## config.mk

```make
export PLATFORM = sky130hd
export DESIGN_NAME = alarm_entry_flat
export DESIGN_NICKNAME = d
export VERILOG_FILES = /design/src/rtl/alarm_entry_if.sv /design/src/rtl/alarm_entry.sv /design/src/flat_wrapper.sv
export SDC_FILE = /design/constraint.sdc
export NUM_CORES = 1
export LEC_CHECK = 0
export CAP_MARGIN = 10
export CELL_PAD_IN_SITES_DETAIL_PLACEMENT = 0
export CELL_PAD_IN_SITES_GLOBAL_PLACEMENT = 1
export CORE_MARGIN = 1.5
export CORE_UTILIZATION = 36
export DETAILED_ROUTE_END_ITERATION = 7
export PLACE_DENSITY_LB_ADDON = 0.1
export SLEW_MARGIN = 20
export SYNTH_ARGS = -nofsm -noshare
export SYNTH_HDL_FRONTEND = slang
export SYNTH_SLANG_ARGS = --single-unit
```

## constraint.sdc

```tcl
create_clock -name clock -period 1.8 [get_ports clock]
set_input_delay 0.18 -clock clock [delete_from_list [all_inputs] [get_ports clock]]
set_output_delay 0.18 -clock clock [all_outputs]
set_load 0.02 [all_outputs]
```

## src/rtl/alarm_entry_if.sv

```systemverilog
// Key/tick inputs and alarm-entry outputs of alarm_entry, grouped as one bundle.
// Signal prefixes are from the alarm_entry (slave) point of view.
interface alarm_entry_if;
  logic       i_one_second;
  logic       i_key_valid;
  logic [3:0] i_key_digit;
  logic       i_key_set_alarm;
  logic       i_key_enter;
  logic       i_key_cancel;

  logic [3:0] o_new_alarm_ms_hr;
  logic [3:0] o_new_alarm_ls_hr;
  logic [3:0] o_new_alarm_ms_min;
  logic [3:0] o_new_alarm_ls_min;
  logic       o_load_new_alarm;
  logic       o_entry_active;
  logic [2:0] o_digit_count;
  logic       o_entry_error;
  logic       o_entry_timeout;

  modport master (
    output i_one_second, i_key_valid, i_key_digit, i_key_set_alarm, i_key_enter, i_key_cancel,
    input  o_new_alarm_ms_hr, o_new_alarm_ls_hr, o_new_alarm_ms_min, o_new_alarm_ls_min,
    input  o_load_new_alarm, o_entry_active, o_digit_count, o_entry_error, o_entry_timeout
  );

  modport slave (
    input  i_one_second, i_key_valid, i_key_digit, i_key_set_alarm, i_key_enter, i_key_cancel,
    output o_new_alarm_ms_hr, o_new_alarm_ls_hr, o_new_alarm_ms_min, o_new_alarm_ls_min,
    output o_load_new_alarm, o_entry_active, o_digit_count, o_entry_error, o_entry_timeout
  );
endinterface

```

## src/rtl/alarm_entry.sv

```systemverilog
// Alarm time entry: collects four BCD digits as HH:MM, validates on enter and
// strobes load/error/timeout. Inactivity for TIMEOUT_SEC ticks aborts entry.
module alarm_entry #(
  parameter int TIMEOUT_SEC = 10
) (
  input  logic         clock,
  input  logic         reset,
  alarm_entry_if.slave bus
);

  localparam int unsigned TW = (TIMEOUT_SEC < 2) ? 1 : $clog2(TIMEOUT_SEC + 1);

  typedef enum logic [1:0] {
    ST_IDLE  = 2'd0,
    ST_ENTRY = 2'd1,
    ST_LOAD  = 2'd2
  } state_t;

  state_t      r_state, w_state_nxt;
  logic [3:0]  r_ms_hr, r_ls_hr, r_ms_min, r_ls_min;
  logic [3:0]  w_ms_hr_nxt, w_ls_hr_nxt, w_ms_min_nxt, w_ls_min_nxt;
  logic [2:0]  r_digit_count, w_digit_count_nxt;
  logic [TW-1:0] r_timer, w_timer_nxt, w_timer_inc;
  logic        r_load, r_error, r_timeout;
  logic        w_error_nxt, w_timeout_nxt;
  logic        w_digit_ok, w_time_ok;

  assign w_digit_ok  = bus.i_key_valid && (bus.i_key_digit <= 4'd9);
  assign w_timer_inc = r_timer + 1'b1;

  // HH must be 00..23 and MM 00..59.
  assign w_time_ok = (r_ms_hr <= 4'd2) && (r_ls_hr <= 4'd9) &&
                     !((r_ms_hr == 4'd2) && (r_ls_hr > 4'd3)) &&
                     (r_ms_min <= 4'd5) && (r_ls_min <= 4'd9);

  always_comb begin
    w_state_nxt       = r_state;
    w_ms_hr_nxt       = r_ms_hr;
    w_ls_hr_nxt       = r_ls_hr;
    w_ms_min_nxt      = r_ms_min;
    w_ls_min_nxt      = r_ls_min;
    w_digit_count_nxt = r_digit_count;
    w_timer_nxt       = r_timer;
    w_error_nxt       = 1'b0;
    w_timeout_nxt     = 1'b0;

    unique case (r_state)
      ST_IDLE: begin
        if (bus.i_key_set_alarm) begin
          w_state_nxt       = ST_ENTRY;
          w_ms_hr_nxt       = '0;
          w_ls_hr_nxt       = '0;
          w_ms_min_nxt      = '0;
          w_ls_min_nxt      = '0;
          w_digit_count_nxt = '0;
          w_timer_nxt       = '0;
        end
      end

      ST_ENTRY: begin
        // One event per cycle, highest priority first; an out-of-range digit
        // is not an event, so a coincident tick still counts.
        if (bus.i_key_cancel) begin
          w_state_nxt = ST_IDLE;
        end else if (bus.i_key_set_alarm) begin
          w_ms_hr_nxt       = '0;
          w_ls_hr_nxt       = '0;
          w_ms_min_nxt      = '0;
          w_ls_min_nxt      = '0;
          w_digit_count_nxt = '0;
          w_timer_nxt       = '0;
        end else if (bus.i_key_enter) begin
          if ((r_digit_count == 3'd4) && w_time_ok) begin
            w_state_nxt = ST_LOAD;
          end else begin
            w_state_nxt = ST_IDLE;
            w_error_nxt = 1'b1;
          end
        end else if (w_digit_ok) begin
          w_ms_hr_nxt       = r_ls_hr;
          w_ls_hr_nxt       = r_ms_min;
          w_ms_min_nxt      = r_ls_min;
          w_ls_min_nxt      = bus.i_key_digit;
          w_digit_count_nxt = (r_digit_count == 3'd4) ? r_digit_count : r_digit_count + 3'd1;
          w_timer_nxt       = '0;
        end else if (bus.i_one_second) begin
          if (w_timer_inc == TW'(TIMEOUT_SEC)) begin
            w_state_nxt   = ST_IDLE;
            w_timeout_nxt = 1'b1;
          end else begin
            w_timer_nxt = w_timer_inc;
          end
        end
      end

      ST_LOAD: begin
        w_state_nxt = ST_IDLE;
      end

      default: begin
        w_state_nxt = ST_IDLE;
      end
    endcase
  end

  always_ff @(posedge clock or posedge reset) begin
    if (reset) begin
      r_state       <= ST_IDLE;
      r_ms_hr       <= '0;
      r_ls_hr       <= '0;
      r_ms_min      <= '0;
      r_ls_min      <= '0;
      r_digit_count <= '0;
      r_timer       <= '0;
      r_load        <= 1'b0;
      r_error       <= 1'b0;
      r_timeout     <= 1'b0;
    end else begin
      r_state       <= w_state_nxt;
      r_ms_hr       <= w_ms_hr_nxt;
      r_ls_hr       <= w_ls_hr_nxt;
      r_ms_min      <= w_ms_min_nxt;
      r_ls_min      <= w_ls_min_nxt;
      r_digit_count <= w_digit_count_nxt;
      r_timer       <= w_timer_nxt;
      r_load        <= (w_state_nxt == ST_LOAD);
      r_error       <= w_error_nxt;
      r_timeout     <= w_timeout_nxt;
    end
  end

  assign bus.o_new_alarm_ms_hr  = r_ms_hr;
  assign bus.o_new_alarm_ls_hr  = r_ls_hr;
  assign bus.o_new_alarm_ms_min = r_ms_min;
  assign bus.o_new_alarm_ls_min = r_ls_min;
  assign bus.o_load_new_alarm   = r_load;
  assign bus.o_entry_active     = (r_state == ST_ENTRY);
  assign bus.o_digit_count      = r_digit_count;
  assign bus.o_entry_error      = r_error;
  assign bus.o_entry_timeout    = r_timeout;

endmodule

```

## src/flat_wrapper.sv

```systemverilog
// flat-port wrapper written by rule: the top's interface ports become plain ports
module alarm_entry_flat 
#(
  parameter int TIMEOUT_SEC = 10
)
  (clock, reset, bus_i_one_second, bus_i_key_valid, bus_i_key_digit, bus_i_key_set_alarm, bus_i_key_enter, bus_i_key_cancel, bus_o_new_alarm_ms_hr, bus_o_new_alarm_ls_hr, bus_o_new_alarm_ms_min, bus_o_new_alarm_ls_min, bus_o_load_new_alarm, bus_o_entry_active, bus_o_digit_count, bus_o_entry_error, bus_o_entry_timeout);
  alarm_entry_if bus_i ();
  input  logic clock;
  input  logic reset;
  input wire logic [$bits(bus_i.i_one_second)-1:0] bus_i_one_second;
  input wire logic [$bits(bus_i.i_key_valid)-1:0] bus_i_key_valid;
  input wire logic [$bits(bus_i.i_key_digit)-1:0] bus_i_key_digit;
  input wire logic [$bits(bus_i.i_key_set_alarm)-1:0] bus_i_key_set_alarm;
  input wire logic [$bits(bus_i.i_key_enter)-1:0] bus_i_key_enter;
  input wire logic [$bits(bus_i.i_key_cancel)-1:0] bus_i_key_cancel;
  output wire logic [$bits(bus_i.o_new_alarm_ms_hr)-1:0] bus_o_new_alarm_ms_hr;
  output wire logic [$bits(bus_i.o_new_alarm_ls_hr)-1:0] bus_o_new_alarm_ls_hr;
  output wire logic [$bits(bus_i.o_new_alarm_ms_min)-1:0] bus_o_new_alarm_ms_min;
  output wire logic [$bits(bus_i.o_new_alarm_ls_min)-1:0] bus_o_new_alarm_ls_min;
  output wire logic [$bits(bus_i.o_load_new_alarm)-1:0] bus_o_load_new_alarm;
  output wire logic [$bits(bus_i.o_entry_active)-1:0] bus_o_entry_active;
  output wire logic [$bits(bus_i.o_digit_count)-1:0] bus_o_digit_count;
  output wire logic [$bits(bus_i.o_entry_error)-1:0] bus_o_entry_error;
  output wire logic [$bits(bus_i.o_entry_timeout)-1:0] bus_o_entry_timeout;
  assign bus_i.i_one_second = bus_i_one_second;
  assign bus_i.i_key_valid = bus_i_key_valid;
  assign bus_i.i_key_digit = bus_i_key_digit;
  assign bus_i.i_key_set_alarm = bus_i_key_set_alarm;
  assign bus_i.i_key_enter = bus_i_key_enter;
  assign bus_i.i_key_cancel = bus_i_key_cancel;
  assign bus_o_new_alarm_ms_hr = bus_i.o_new_alarm_ms_hr;
  assign bus_o_new_alarm_ls_hr = bus_i.o_new_alarm_ls_hr;
  assign bus_o_new_alarm_ms_min = bus_i.o_new_alarm_ms_min;
  assign bus_o_new_alarm_ls_min = bus_i.o_new_alarm_ls_min;
  assign bus_o_load_new_alarm = bus_i.o_load_new_alarm;
  assign bus_o_entry_active = bus_i.o_entry_active;
  assign bus_o_digit_count = bus_i.o_digit_count;
  assign bus_o_entry_error = bus_i.o_entry_error;
  assign bus_o_entry_timeout = bus_i.o_entry_timeout;
  alarm_entry #(.TIMEOUT_SEC(TIMEOUT_SEC)) u_core (.clock(clock), .reset(reset), .bus(bus_i));
endmodule
```

==> metrics.txt, run 1 <==
outcome finished clean; placed cells between 200 and 250; Clock Sinks 28; Syn Inst Count 148; CTS tree yes; Min-Delay Path Class input pin to asynchronous set/reset pin; DRC 0; Final GP Congestion 0.8026; sequential-to-total area share from yosys stat approximately half; Pint ~0.98 mW; switching share of power around 28%; Die Y approximately 65 um; Final Hold Vio Count 0; # rows 22; Switch Pwr about 0.38 mW; DR pass1 iterations 4; syn_nets approximately 160; max frequency between 600 and 700 MHz; Worst Setup Path Type flip-flop to output port; Clock Path Buffers 2; CP Cell Sequence nor2b_1 -> clkdlybuf4s50_1; Final min period approximately 1.7 ns; logic gate share of total power 21.2%; Yosys top cell area share between 50% and 60%; crit path DAT 1.48 ns; max_cap viols 0; CP max stage cell clkdlybuf4s50_1; GRT overflow 0; share of cells above drive strength 1 9.730%; crit-path max FO 3; clk_skew about 0.003 ns; Worst path top cell family by delay buffers and inverters; EDFF count, synth 0; pre-CTS WS -0.001379 ns; Final WS setup about 0.14 ns; total wire length 3.056 mm; fillcell total 368; postcts setup bufs 0; Final Max Tran Viols 0; post-synthesis mux area share less than 1%; CP Data Required Time roughly 1.6 ns; antenna-violating nets left 0; # nets final between 200 and 250; depth of the CTS H-tree 1; ANT cells 0; largest family of logic cells by synthesized area simple AND/OR/NAND/NOR gates; initial DRC count 70; synth warn 0; via count between 1000 and 1500; part of the cycle the worst path needs about 90%; Die Width about 65 um; maximum vdd drop between 0.3 and 0.4 mV; post-synth cell types 33; Synth Area in Simple Gates 22.69%; Post-Synth Adder-Cell Area under 10%; synth cell count leaders 42 x nand2_1, 28 x dfrtp_1, 9 x nand3_1, 9 x o21ai_0, 7 x o21ai_1; FF+latch count, synth 28; asr flop ratio synth 100.0%; CP bufs+invs 1; I/O pins 34; core footprint around 3700 um2; RSZ-0062 raised after global routing false; clock transition at the registers of the reported paths 0.09 ns; Final Power 1.362 mW; clock latency on the worst-skew pair 0.27 ns; number of buffers inserted by port buffering 33; largest net degree at the start of global routing 29; Total GRT Usage 16.27%; final core utilization around 50%; Critical Path Source Type flip-flop; most instantiated library cell after synthesis nand2_1; Worst-Margin Slew a little under 0.4 ns; final setup TNS 0 ns; Resize count post-CTS 0; Die Area ~4200 um2; clock group share of total power 28.4%; global-route wire length before repair 5.340 mm; Post-synth top flop dfrtp_1; Slew headroom 73.66%; antenna violations before repair 0; crit end category output port; hold buffer count at CTS 0; synthesized area per cell about 9 um2; final number of setup-violating endpoints 0; Final Non-Filler Cells around 230; critical path's largest stage delay between 0.6 and 0.7 ns; DP HPWL roughly 2.3 mm; Layout area overhead 34.22%; pwr dens 742.2 nW/um2; compound-gate portion of the synthesized area roughly 17%; WL/cell roughly 13 um; Initial Util roughly 37%; leak pwr 0.7990 nW; CTS root buf clkbuf_8; Syn Std Cell Area between 1000 and 1500 um2; CTS Buf Count 3; Sequential Power Share a little over 50%; area leader, netlist dfrtp_1; Synth area leaders dfrtp_1 51%, nand2_1 12%, ha_1 3.7%; number of vias per cell slightly below 5; post-synthesis xor/xnor area fraction less than 1%; number of global-route vias before repair about 1200
## cells in the final DEF, fill, tap and decap left out, types with 2 or more instances in the layout
cell and instances:
nor2_1 4, o21ai_0 9, o32ai_2 2, o21a_1 2, ha_1 4, and3_1 2
clkdlybuf4s50_1 33, o21ai_1 7, clkbuf_8 4, nor2b_1 2, nand3_1 9, inv_1 6
nand2_1 42, buf_4 5, dfrtp_1 28, o211ai_1 2, a21oi_1 6
## cell families (layout without fill, tap and decap cells)
kind of cell / Yosys count / in the layout
AND/OR/NAND/NOR: 68 / 68
AO/OA/AOI/OAI: 34 / 34
flip-flops: 28 / 28
buffers and inverters: 12 / 49
adder cells (fa/ha/maj): 4 / 4
XOR/XNOR: 1 / 1
multiplexers: 1 / 1
## registers in the layout (all words and copies together), names as in the netlist
name / count
u_core.bus.o_entry_timeout: 1
u_core.bus.o_load_new_alarm: 1
u_core.bus.o_entry_error: 1
u_core.r_timer: 4
u_core.bus.o_new_alarm_ms_min: 4
u_core.bus.o_new_alarm_ls_hr: 4
u_core.bus.o_new_alarm_ms_hr: 4
u_core.r_state: 2
u_core.bus.o_digit_count: 3
u_core.bus.o_new_alarm_ls_min: 4
## worst paths after layout
path / from / endpoint / slack [ns] / cells after the start
worst max-delay path: u_core.r_state[1]$_DFF_PP0_ / bus_o_entry_active / 0.14 / 2
worst min register to register: u_core.bus.o_new_alarm_ls_min[0]$_DFFE_PP0P_ / u_core.bus.o_new_alarm_ls_min[0]$_DFFE_PP0P_ / 0.50 / 2
worst max register to register: u_core.r_timer[0]$_DFFE_PP0P_ / u_core.r_timer[0]$_DFFE_PP0P_ / 0.16 / 6
worst min-delay path: reset / u_core.bus.o_load_new_alarm$_DFF_PP0_ / 0.27 / 3
min in group clock: bus_i_key_digit[0] / u_core.bus.o_new_alarm_ls_min[0]$_DFFE_PP0P_ / 0.45 / 3
max in group asynchronous: reset / u_core.r_state[0]$_DFF_PP0_ / 1.26 / 3
## metrics by stage
step	area (um2)	hold slack, ns
floorplan	1368	0.2454
global placement	1780	0.4737
detailed placement	1780	0.4865
CTS	1836	0.2849
global route	1836	0.3060
finish	1836	0.2717
## power by group through the flow
| stage | combinational, mW | clock, mW | sequential (mW) |
|---|---|---|---|
| after global placement | 0.283 | 0 | 0.698 |
| after detailed placement | 0.291 | 0 | 0.699 |
| after CTS | 0.292 | 0.398 | 0.687 |
| final | 0.289 | 0.387 | 0.687 |
| after global routing | 0.317 | 0.424 | 0.691 |
| after floorplan | 0.137 | 0 | 0.722 |
## worst register-to-register path, cell delays in order, from the launching register on
cell	delay (ns)
dfrtp_1	0.44
ha_1	0.28
nand3_1	0.11
o32ai_2	0.09
buf_4	0.15
or3_4	0.34
o22ai_2	0.14
## area by class of cell
class | instances | area [um2] | area share [%]
Clock buffer | 4 | 55.05 | 2.999
Inverter | 6 | 22.52 | 1.227
Multi-Input combinational cell | 108 | 609.3 | 33.20
Sequential cell | 28 | 700.7 | 38.17
Tap cell | 48 | 60.06 | 3.272
Timing Repair Buffer | 39 | 387.9 | 21.13
## per-layer routing
metal / part of all wire (%) / global-route usage [%] / up-vias / wire [um]
li1: - / - / 578 / -
met1: 48 / 22.11 / 554 / 1459
met2: 49 / 27.60 / 20 / 1493
met3: 2.8 / 1.563 / 2 / 86
met4: 0.56 / 4.787 / 0 / 17
met5: 0 / 0 / - / 0
No activity file was read; power rests on OpenSTA's default activity.
==> inputs of run 2 (changes only) <==
Settings changed: SLEW_MARGIN 20 to default.
==> results of run 2 <==
Same layout as run 1: the final DEF is identical, and so are final timing and power.
==> inputs of run 3 (changes only) <==
Settings changed: CORE_MARGIN 1.5 to 10.
==> run 3 against run 2 <==
Maximum frequency grew 0.94%. Register-to-register slack is essentially flat. Largest power group unchanged. Critical path depth is the same. Final cell count stayed put. Flip-flop and latch count unchanged. Hold slack worse by 0.0016 ns. Setup slack improved by 0.015 ns. Design area down 1.0%. Core utilization shrank 0.51 points. Die area is 60% higher. Clock power down 15%.
==> metrics.txt, run 3 (synthesis results as in run 1) <==
largest net degree at the start of global routing 29; Resize count post-CTS 0; leak pwr between 0.7 and 0.8 nW; Final GP Congestion between 0.7 and 0.8; pre-CTS WS -0.02165 ns; Total GRT Usage between 10% and 20%; Die Area ~6700 um2; crit-path max FO 3; initial DRC count 66; Critical Path Source Type flip-flop; CP max stage cell clkdlybuf4s50_1; Post-Place Cell Area 1775 um2; Final Hold Slack 0.2702 ns; Initial Util about 37%; total wire length approximately 3.3 mm; switching share of power between 20% and 30%; Min-Delay Path Class input pin to asynchronous set/reset pin; CP Data Required Time roughly 1.6 ns; DRC 0; fillcell total 352; reg2reg path depth 6; clock transition at the registers of the reported paths roughly 0.090 ns; RSZ-0062 raised after global routing false; reg2reg setup slack around 0.17 ns; core footprint roughly 3700 um2; ANT cells 0; Reg-to-Reg End u_core.r_timer[1]$_DFFE_PP0P_; antenna-violating nets left 0; Worst Setup Path Type flip-flop to output port; # nets final roughly 200; hold buffer count at CTS 0; number of vias per cell 4.944; maximum vdd drop 0.3394 mV; Clock Path Buffers 2; Die Width slightly above 80 um; Final WS setup 0.1590 ns; max frequency between 600 and 700 MHz; part of the cycle the worst path needs 91.16%; CTS tree yes; Worst-Margin Slew between 0.3 and 0.4 ns; postcts setup bufs 0; Sequential Power Share between 50% and 60%; CTS Buf Count 3; final setup TNS 0 ns; antenna violations before repair 0; DR pass1 iterations 4; number of global-route vias before repair about 1200; most used cells in the layout excluding fill and tap cells 42 x nand2_1, 33 x clkdlybuf4s50_1, 28 x dfrtp_1, 9 x nand3_1, 9 x o21ai_0; depth of the CTS H-tree 1; Slew headroom between 70% and 80%; outcome finished clean; Post-Layout Inst Area 1817 um2; share of cells above drive strength 1 a little under 10%; commonest non-fill, non-tap cell in the layout nand2_1; Clock Sinks 28; final number of setup-violating endpoints 0; global-route wire length before repair 5.602 mm; logic gate share of total power between 20% and 30%; GRT overflow 0; Final Max Tran Viols 0; Layout area overhead 32.85%; clock latency on the worst-skew pair roughly 0.27 ns; clock group share of total power between 20% and 30%; crit path DAT around 1.5 ns; number of buffers inserted by port buffering 33; Final min period between 1.5 and 2 ns; DP HPWL 2.600 mm; crit end category output port; clk_skew between 0.003 and 0.004 ns; Die Y 81.64 um; via count 1152; max_cap viols 0; Final Power ~1.3 mW; Switch Pwr ~0.37 mW; WL/cell roughly 14 um; CTS root buf clkbuf_8; CP Cell Sequence nor2b_1 -> clkdlybuf4s50_1; Final Hold Vio Count 0; pwr dens slightly above 700 nW/um2; origin of the critical flop-to-flop path u_core.r_timer[0]$_DFFE_PP0P_; critical path's largest stage delay approximately 0.63 ns; # rows 22; Pint ~0.93 mW; I/O pins 34
run 3: worst max-delay path by stage:
stage,start,endpoint,slack (ns),cells past startpoint
after floorplan,u_core.r_timer[0]$_DFFE_PP0P_,u_core.r_state[0]$_DFF_PP0_,0.37,4
after global placement,bus_i_key_digit[2],u_core.bus.o_digit_count[1]$_DFFE_PP0P_,0.09,6
after detailed placement,bus_i_key_digit[1],u_core.bus.o_digit_count[1]$_DFFE_PP0P_,-0.02,6
after CTS,u_core.r_state[1]$_DFF_PP0_,bus_o_entry_active,0.13,2
after global routing,u_core.bus.o_digit_count[0]$_DFFE_PP0P_,u_core.r_state[1]$_DFF_PP0_,0.04,7
final,u_core.r_state[1]$_DFF_PP0_,bus_o_entry_active,0.16,2
run 3: critical path: cells and delay by family, from the launching register on:
kind                   cells  cell delay (ns)
buffers and inverters      1             0.63
DFF                        1             0.42
and+or+nand+nor            1             0.15
run 3: power groups by stage:
stage                     combinational, mW  sequential, mW  clock [mW]
after floorplan                       0.137           0.722           0
after global placement                0.283           0.697           0
after detailed placement              0.288           0.698           0
after CTS                             0.289           0.685       0.346
after global routing                  0.313           0.692       0.375
final                                 0.284           0.684       0.330
run 3: area by class of cell:
cell class	instances	area, um2	share of cell area [%]
Multi-Input combinational cell	108	609.3	33.54
Tap cell	48	60.06	3.306
Timing Repair Buffer	40	382.9	21.07
Sequential cell	28	700.7	38.57
Inverter	6	22.52	1.240
Clock buffer	3	41.29	2.273
run 3: routing by layer:
| metal | routed length [um] | track usage [%] | vias up |
|---|---|---|---|
| li1 | - | - | 582 |
| met1 | 1346 | 12.44 | 550 |
| met2 | 1640 | 18.01 | 18 |
| met3 | 250 | 2.948 | 2 |
| met4 | 17 | 3.061 | 0 |
| met5 | 0 | 0 | - |
run 3: metrics by stage:
stage               cells  util [%]
global route          233     49.62
floorplan             148         -
detailed placement    230     48.50
CTS                   233     49.62
finish                233     49.62
global placement      230     48.50
